<file path="config.mk">
export PLATFORM = sky130hd
export DESIGN_NAME = psram_port_arbiter
export DESIGN_NICKNAME = d
export VERILOG_FILES = /design/src/rtl/psram_port_arbiter.sv
export SDC_FILE = /design/constraint.sdc
export NUM_CORES = 1
export LEC_CHECK = 0
export ABC_AREA = 0
export CAP_MARGIN = 30
export CORE_ASPECT_RATIO = 0.9
export CORE_MARGIN = 5
export CORE_UTILIZATION = 27
export CTS_BUF_LIST = sky130_fd_sc_hd__clkbuf_4 sky130_fd_sc_hd__clkbuf_8
export CTS_CLUSTER_SIZE = 16
export DETAILED_ROUTE_END_ITERATION = 7
export HOLD_SLACK_MARGIN = 0.05
export PLACE_DENSITY_LB_ADDON = 0.15
export SETUP_SLACK_MARGIN = 0.15
export SKIP_LAST_GASP = 1
export SLEW_MARGIN = 10
export SYNTH_ARGS = -nofsm -noshare
export SYNTH_HDL_FRONTEND = slang
export SYNTH_SLANG_ARGS = --single-unit
</file>
<file path="constraint.sdc">
create_clock -name clk -period 4.14 [get_ports clk]
set_input_delay 1.242 -clock clk [delete_from_list [all_inputs] [get_ports clk]]
set_output_delay 1.242 -clock clk [all_outputs]
set_load 0.03 [all_outputs]
</file>
<file path="src/rtl/psram_port_arbiter.sv">
// Three-port scheduler in front of the PSRAM controller: port 0 (video read) has
// priority bounded by a run limit, ports 1/2 share a round-robin slot.
module psram_port_arbiter #(
    parameter int ADDR_W     = 23,
    parameter int DATA_W     = 16,
    parameter int P0_MAX_RUN = 4,
    parameter int TIMEOUT    = 255
) (
    input  logic              clk,
    input  logic              reset,
    input  logic              ctrlr_good,
    input  logic              p0_req,
    input  logic              p0_wr,
    input  logic              p0_burst,
    input  logic [ADDR_W-1:0] p0_addr,
    output logic              p0_op_begun,
    output logic              p0_data_ok,
    input  logic              p1_req,
    input  logic              p1_wr,
    input  logic              p1_burst,
    input  logic [ADDR_W-1:0] p1_addr,
    input  logic [DATA_W-1:0] p1_wdata,
    output logic              p1_op_begun,
    output logic              p1_data_ok,
    input  logic              p2_req,
    input  logic              p2_wr,
    input  logic              p2_burst,
    input  logic [ADDR_W-1:0] p2_addr,
    input  logic [DATA_W-1:0] p2_wdata,
    output logic              p2_op_begun,
    output logic              p2_data_ok,
    input  logic              op_begun,
    input  logic              data_ok,
    input  logic              op_finished,
    output logic [ADDR_W-1:0] app_addr,
    output logic [DATA_W-1:0] app_data_out,
    output logic              app_wr,
    output logic              app_rd,
    output logic              app_burst,
    output logic [1:0]        owner,
    output logic              timeout_err
);

    typedef enum logic [1:0] {
        ST_IDLE   = 2'd0,
        ST_ISSUE  = 2'd1,
        ST_ACTIVE = 2'd2
    } state_t;

    localparam int               RUN_W    = $clog2(P0_MAX_RUN + 1);
    localparam logic [RUN_W-1:0] RUN_MAX  = RUN_W'(P0_MAX_RUN);
    localparam logic [RUN_W-1:0] RUN_ONE  = RUN_W'(1);
    localparam logic [7:0]       TMO_LAST = 8'(TIMEOUT - 1);
    localparam logic [1:0]       NO_OWNER = 2'd3;

    state_t              state_r;
    state_t              state_s;
    logic [1:0]          owner_r;
    logic [1:0]          rr_ptr_r;
    logic [RUN_W-1:0]    run_r;
    logic [7:0]          tmo_r;
    logic                err_r;
    logic [ADDR_W-1:0]   app_addr_r;
    logic [DATA_W-1:0]   app_data_r;
    logic                app_wr_r;
    logic                app_rd_r;
    logic                app_burst_r;

    logic                other_req_s;
    logic                any_req_s;
    logic                p0_wins_s;
    logic [1:0]          rr_pick_s;
    logic [1:0]          winner_s;
    logic [ADDR_W-1:0]   addr_s;
    logic [DATA_W-1:0]   data_s;
    logic                wr_s;
    logic                burst_s;
    logic                grant_s;
    logic                begin_s;
    logic                abort_s;
    logic                release_s;
    logic                dok_s;

    // Winner selection: port 0 unless its run limit is reached while 1/2 wait.
    always_comb begin
        other_req_s = p1_req | p2_req;
        any_req_s   = p0_req | other_req_s;
        if (p1_req && p2_req) begin
            rr_pick_s = rr_ptr_r;
        end else if (p1_req) begin
            rr_pick_s = 2'd1;
        end else begin
            rr_pick_s = 2'd2;
        end
        p0_wins_s = p0_req && !((run_r == RUN_MAX) && other_req_s);
        if (p0_wins_s) begin
            winner_s = 2'd0;
        end else begin
            winner_s = rr_pick_s;
        end
    end

    // Operand mux for the winning port; port 0 is read-only whatever p0_wr says.
    always_comb begin
        case (winner_s)
            2'd0: begin
                addr_s  = p0_addr;
                data_s  = {DATA_W{1'b0}};
                wr_s    = p0_wr & 1'b0;
                burst_s = p0_burst;
            end
            2'd1: begin
                addr_s  = p1_addr;
                data_s  = p1_wdata;
                wr_s    = p1_wr;
                burst_s = p1_burst;
            end
            2'd2: begin
                addr_s  = p2_addr;
                data_s  = p2_wdata;
                wr_s    = p2_wr;
                burst_s = p2_burst;
            end
            default: begin
                addr_s  = {ADDR_W{1'b0}};
                data_s  = {DATA_W{1'b0}};
                wr_s    = 1'b0;
                burst_s = 1'b0;
            end
        endcase
    end

    // Next-state logic and the per-cycle events it implies.
    always_comb begin
        state_s   = state_r;
        grant_s   = 1'b0;
        begin_s   = 1'b0;
        abort_s   = 1'b0;
        release_s = 1'b0;
        case (state_r)
            ST_IDLE: begin
                if (ctrlr_good && any_req_s) begin
                    grant_s = 1'b1;
                    state_s = ST_ISSUE;
                end else begin
                    state_s = ST_IDLE;
                end
            end
            ST_ISSUE: begin
                if (op_begun) begin
                    begin_s = 1'b1;
                    if (op_finished) begin
                        release_s = 1'b1;
                        state_s   = ST_IDLE;
                    end else begin
                        state_s = ST_ACTIVE;
                    end
                end else if (tmo_r == TMO_LAST) begin
                    abort_s = 1'b1;
                    state_s = ST_IDLE;
                end else begin
                    state_s = ST_ISSUE;
                end
            end
            ST_ACTIVE: begin
                if (op_finished) begin
                    release_s = 1'b1;
                    state_s   = ST_IDLE;
                end else begin
                    state_s = ST_ACTIVE;
                end
            end
            default: begin
                state_s = ST_IDLE;
            end
        endcase
    end

    // FSM state register.
    always_ff @(posedge clk) begin
        if (reset) begin
            state_r <= ST_IDLE;
        end else begin
            state_r <= state_s;
        end
    end

    // Ownership and controller-facing strobes; operand fields hold after release.
    always_ff @(posedge clk) begin
        if (reset) begin
            owner_r     <= NO_OWNER;
            app_addr_r  <= {ADDR_W{1'b0}};
            app_data_r  <= {DATA_W{1'b0}};
            app_wr_r    <= 1'b0;
            app_rd_r    <= 1'b0;
            app_burst_r <= 1'b0;
        end else if (grant_s) begin
            owner_r     <= winner_s;
            app_addr_r  <= addr_s;
            app_data_r  <= data_s;
            app_wr_r    <= wr_s;
            app_rd_r    <= ~wr_s;
            app_burst_r <= burst_s;
        end else begin
            if (begin_s || abort_s) begin
                app_wr_r <= 1'b0;
                app_rd_r <= 1'b0;
            end
            if (release_s || abort_s) begin
                owner_r <= NO_OWNER;
            end
        end
    end

    // Strobe timeout counter and the sticky error it raises.
    always_ff @(posedge clk) begin
        if (reset) begin
            tmo_r <= 8'd0;
            err_r <= 1'b0;
        end else begin
            if ((state_r == ST_ISSUE) && !begin_s && !abort_s) begin
                tmo_r <= tmo_r + 8'd1;
            end else begin
                tmo_r <= 8'd0;
            end
            if (abort_s) begin
                err_r <= 1'b1;
            end
        end
    end

    // Port-0 run length (only meaningful while 1/2 wait) and 1/2 round-robin pointer.
    always_ff @(posedge clk) begin
        if (reset) begin
            run_r    <= {RUN_W{1'b0}};
            rr_ptr_r <= 2'd1;
        end else if (grant_s && (winner_s != 2'd0)) begin
            run_r    <= {RUN_W{1'b0}};
            rr_ptr_r <= (winner_s == 2'd1) ? 2'd2 : 2'd1;
        end else if (!other_req_s) begin
            run_r <= {RUN_W{1'b0}};
        end else if (grant_s && (run_r != RUN_MAX)) begin
            run_r <= run_r + RUN_ONE;
        end
    end

    assign dok_s = (state_r == ST_ACTIVE) && data_ok;

    // Route controller handshakes to the owning port only.
    always_comb begin
        p0_op_begun = 1'b0;
        p1_op_begun = 1'b0;
        p2_op_begun = 1'b0;
        p0_data_ok  = 1'b0;
        p1_data_ok  = 1'b0;
        p2_data_ok  = 1'b0;
        case (owner_r)
            2'd0: begin
                p0_op_begun = begin_s;
                p0_data_ok  = dok_s;
            end
            2'd1: begin
                p1_op_begun = begin_s;
                p1_data_ok  = dok_s;
            end
            2'd2: begin
                p2_op_begun = begin_s;
                p2_data_ok  = dok_s;
            end
            default: begin
                p0_op_begun = 1'b0;
                p0_data_ok  = 1'b0;
            end
        endcase
    end

    assign app_addr     = app_addr_r;
    assign app_data_out = app_data_r;
    assign app_wr       = app_wr_r;
    assign app_rd       = app_rd_r;
    assign app_burst    = app_burst_r;
    assign owner        = owner_r;
    assign timeout_err  = err_r;

endmodule

</file>
# After elaboration in Yosys (flattened, before gate mapping)
# Index checks and enable logic that the tools add are counted.
dict set report totals {
  out_inout_bits 51
  reg_bits 60
  wordCells 83
}
dict set report op_classes {
  eq_ne 9
  bitwise_logic 5
  addsub 2
  n_mux 34
  reduce_logical 22
}
# cell count
set ops {}
lappend ops {{$pmux 23 s3} 1}
lappend ops {{$pmux 16 s2} 1}
lappend ops {{$mux 1} 20}
lappend ops {{$mux 2} 8}
lappend ops {{$logic_and 1x1->1} 9}
lappend ops {{$add 8x1->8 const B} 1}
lappend ops {{$eq 8x8->1 const B} 1}
lappend ops {{$eq 2x1->1 const B} 3}
lappend ops {{$eq 2x2->1 const B} 3}
lappend ops {{$logic_not 2->1} 3}
lappend ops {{$pmux 2 s3} 1}
lappend ops {{$reduce_bool 2->1} 3}
lappend ops {{$pmux 1 s2} 2}
lappend ops {{$add 3x1->3 const B} 1}
lappend ops {{$eq 3x3->1 const B} 1}
lappend ops {{$logic_not 1->1} 3}
lappend ops {{$ne 3x3->1 const B} 1}
lappend ops {{$not 1->1} 3}
lappend ops {{$pmux 1 s3} 1}
lappend ops {{$reduce_or 3->1} 1}
lappend ops {{$logic_or 1x1->1} 2}
lappend ops {{$or 1x1->1} 2}
lappend ops {{$reduce_or 2->1} 1}

# Logic depth before layout (Yosys ltp)
dict set report depth {
  word_depth 9
  depth_mapped 13
}

# Worst setup path after synthesis
# OpenSTA, ideal clock, no wires.
dict set report synth_timing {
  path_type {in2out}
  start {input data_ok}
  end {output p0_data_ok}
  path_slack_ns 0.932
  path_buffers 0
  arrival_ns 1.966
  stages 2
  path_cell_list {nand2_1 > nor3_1}
}
dict set report synth_via {
  elab_chain_len 2
}
# element line_no
set synth_lines {}
lappend synth_lines {{start: declaration} 33} ;# input logic data_ok,
lappend synth_lines {{$logic_and 1x1->1} 247} ;# assign dok_s = (state_r == ST_ACTIVE) && data_ok;
lappend synth_lines {{$mux 1} 257} ;# case (owner_r)
lappend synth_lines {{end: declaration} 17} ;# output logic p0_data_ok,
# Every way passes these cells.

# Worst setup path in the final report
dict set report layout_timing {
  start {input op_begun}
  end {output p1_op_begun}
}
dict set report layout_via {
  elab_chain_len 3
}
# element line_no
set layout_lines {}
lappend layout_lines {{start: declaration} 32} ;# input logic op_begun,
lappend layout_lines {{$mux 1} 150} ;# if (op_begun) begin
lappend layout_lines {{$mux 1} 140} ;# case (state_r)
lappend layout_lines {{$mux 1} 257}
lappend layout_lines {{end: declaration} 23} ;# output logic p1_op_begun,
# Every way passes these cells.

==> impl_results.md <==
- Status: finished clean
- Vias in the first global route: 3302
- Setup violators final: 0
- Worst R2R End: app_addr[8]
- WS Path Type: in2out
- Post-synth top area cell: dfxtp_1
- Fin crit period: 3890 ps
- F_max: 0.257 GHz
- Bufs on Longest Clock Path: 2
- Layout cells sized above 1: 5.63%
- Height of the die: 109 um
- Reg2Reg Depth: 12
- Final nets: 638
- Count leader, synth: dfxtp_1
- Crit path cell chain: clkdlybuf4s50_1, nand2_1, nor2_1, clkdlybuf4s50_1
- Main flop type after synthesis: dfxtp_1
- Number of synthesized flops with an enable pin: 0
- Clock buffer count from CTS: 9
- Pwr Total: 1.70 mW
- First-pass GRT wire length: 16.2 mm
- Actual slew at the worst max-slew pin: 863 ps
- CTS Sinks: 60
- Critical path's slowest cell: clkdlybuf4s50_1
- Die X: 120 um
- Post-synth net total: 484
- Die ar.: 0.0131 mm2
- Clock Latency Late Sink: 340 ps
- Hold Vio Cnt, Final: 0
- Antenna Cells: 0
- HP Class: reg2reg
- DRT iter0 DRCs: 306
- Worst slew margin: 42.5%
- Synthesized flop and latch total: 60
- Slew Viols, Final: 0
- CTS tree: done
- Buf+Inv Stages, Crit Path: 2
- PwrDens: 341 mW/mm2
- WP data required: 2900 ps
- WL per Instance: 15.6 um
- Worst Clk Skew: 8.29 ps
- Ys async rst share: 0%
- Antenna viol nets, final: 0
- Cell family with most CP delay: buffers and inverters
- GP Congestion: 0.737
- Worst setup path end: p1_op_begun
- Cts hold-fix bufs: 0
- Largest net degree at the start of global routing: 50
- Io pins: 167
- Grt total ovfl: 0
- All-layer global routing usage: 15.5%
- RSZ-0062 raised after global routing: false
- Cell mode on critical path: clkdlybuf4s50_1
- Hold Startpoint: app_data_out[1]
- Mapped Cells: 356
- CP Capture Type: output pin
- HPWL Detailed: 7.36 mm
- Synth cell types: 36
- H-tree levels: 3
- Detailed Routing Iterations Pass 1: 8
- Seq/Total Area, Yosys: 40.9%
- CP Launch Type: primary input
- Row count: 36
- YS warnings: 0
- Ranking of synthesized cells by area: dfxtp_1 (41%), a222oi_1 (8.2%), a21oi_1 (7.8%)
- Layout area overhead: 69.4%
- Number of stages on the worst setup path: 4
- Antenna violations before repair: 0
- Worst VDD drop: 0.153 mV
- Core box area: 0.0107 mm2
- CP arrival: 2650 ps
- Synth top cells by count: dfxtp_1 (60), a21oi_1 (46), nor2_1 (44), nand2_1 (28), nor3_1 (28)
- Postcts setup bufs: 0
- Port bufs: 165
- Worst r2r src: run_r[0]
- Syn_area_per_cell: 8.25 um2
- Worst R2R Setup Slack: 1790 ps
- Initial Utilization: 27.4%
- Routed wire length: 10.1 mm
- Vias per cell: 5.06
- Via count: 3277
- Final TNS setup: 0 ps
- Maximum Capacitance Violations: 0
- Max incr delay on CP: 680 ps
- Fin crit share: 94.0%
- Netlist Area Pre-Place: 0.00294 mm2
- Post-route DRC violation count: 0
- Lkg Pwr: 1.81 nW
- Critical path launch point: op_begun
- Crit Path Max Fanout: 4
- CTS clock-pin slew for the worst setup and hold paths: 60 ps
- CTS Root Cell: clkbuf_8
- Top cell type's share of synthesized area: 40.9%
[cells by family (layout without fill, tap and decap cells)]
| group | count (synthesis) | count (layout) | synth area share [%] |
|---|---|---|---|
| AO/OA/AOI/OAI | 102 | 102 | 25.7 |
| flip-flops | 60 | 60 | 40.9 |
| adder cells (fa/ha/maj) | 12 | 12 | 5.11 |
| buffers and inverters | 42 | 201 | 6.09 |
| AND/OR/NAND/NOR | 134 | 134 | 20.4 |
| XOR/XNOR | 6 | 6 | 1.79 |
[power by group]
| group | switching, mW | total (mW) | internal, mW |
|---|---|---|---|
| sequential | 0.0156 | 0.618 | 0.603 |
| combinational | 0.180 | 0.376 | 0.196 |
| clock | 0.236 | 0.702 | 0.466 |
[cell type report]
cell class | instances | area [um2]
clock buffers | 13 | 179
clock inverters | 3 | 90.1
fillers | 1068 | 5750
inverters | 10 | 37.5
multi-input cells | 254 | 1560
flip-flops and latches | 60 | 1200
well taps | 133 | 166
repair buffers | 175 | 1740
[state kept, by name (all words and copies together), names as in the netlist]
register,cells
app_addr,23
app_data_out,16
tmo_r,8
run_r,3
owner,2
rr_ptr_r,2
state_r,2
app_burst,1
app_rd,1
app_wr,1
timeout_err,1
[worst min-delay path by stage]
stage	to	slack, ps	depth (start not counted)
floorplan	tmo_r[0]	440	1
global placement	app_data_out[10]	440	2
detailed placement	app_data_out[11]	450	2
CTS	app_data_out[1]	460	2
global route	app_data_out[13]	470	2
finish	app_data_out[1]	460	2
[through the flow]
stage | cell area [um2] | setup slack, ps | util, % | hold slack, ps | instances
floorplan | 2940 | 932 | - | 441 | 356
global placement | 4670 | 207 | 43.6 | 441 | 630
detailed placement | 4670 | 192 | 43.6 | 447 | 630
CTS | 4940 | 192 | 46.1 | 456 | 646
global route | 4970 | 169 | 46.4 | 469 | 648
finish | 4970 | 250 | 46.4 | 456 | 648
[worst reg2reg max path: cells and delay by family, from the launching register on]
family / cells / cell delay, ps
compound gates: 3 / 720
buf+inv: 3 / 420
fa+ha+maj: 2 / 420
flops: 1 / 340
simple gates: 4 / 340
[layout by cell type (no fill, tap or decap), types with 3 or more instances in the layout]
| master | count |
|---|---|
| a21oi_1 | 46 |
| a222oi_1 | 24 |
| a22o_1 | 16 |
| buf_4 | 8 |
| bufinv_16 | 3 |
| clkbuf_8 | 13 |
| clkdlybuf4s50_1 | 163 |
| dfxtp_1 | 60 |
| ha_1 | 11 |
| inv_1 | 10 |
| nand2_1 | 28 |
| nand2b_1 | 4 |
| nand3_1 | 22 |
| nor2_1 | 44 |
| nor3_1 | 28 |
| o21ai_0 | 3 |
| xnor2_1 | 4 |
[per-layer routing]
layer / routed length, um / track usage, % / up-vias
met4: 78 / 3.68 / 0
met2: 4850 / 25.6 / 122
li1: - / - / 1617
met5: 0 / 0 / -
met3: 933 / 7.31 / 6
met1: 4260 / 18.2 / 1532
[timing repair]
item / 4_1_cts / 5_1_grt
endpoints found under the hold margin: 0 / 0
endpoints found under the setup margin: 0 / 1
resized for setup: 0 / 1
Note: power is estimated with default switching activity, not from simulation.
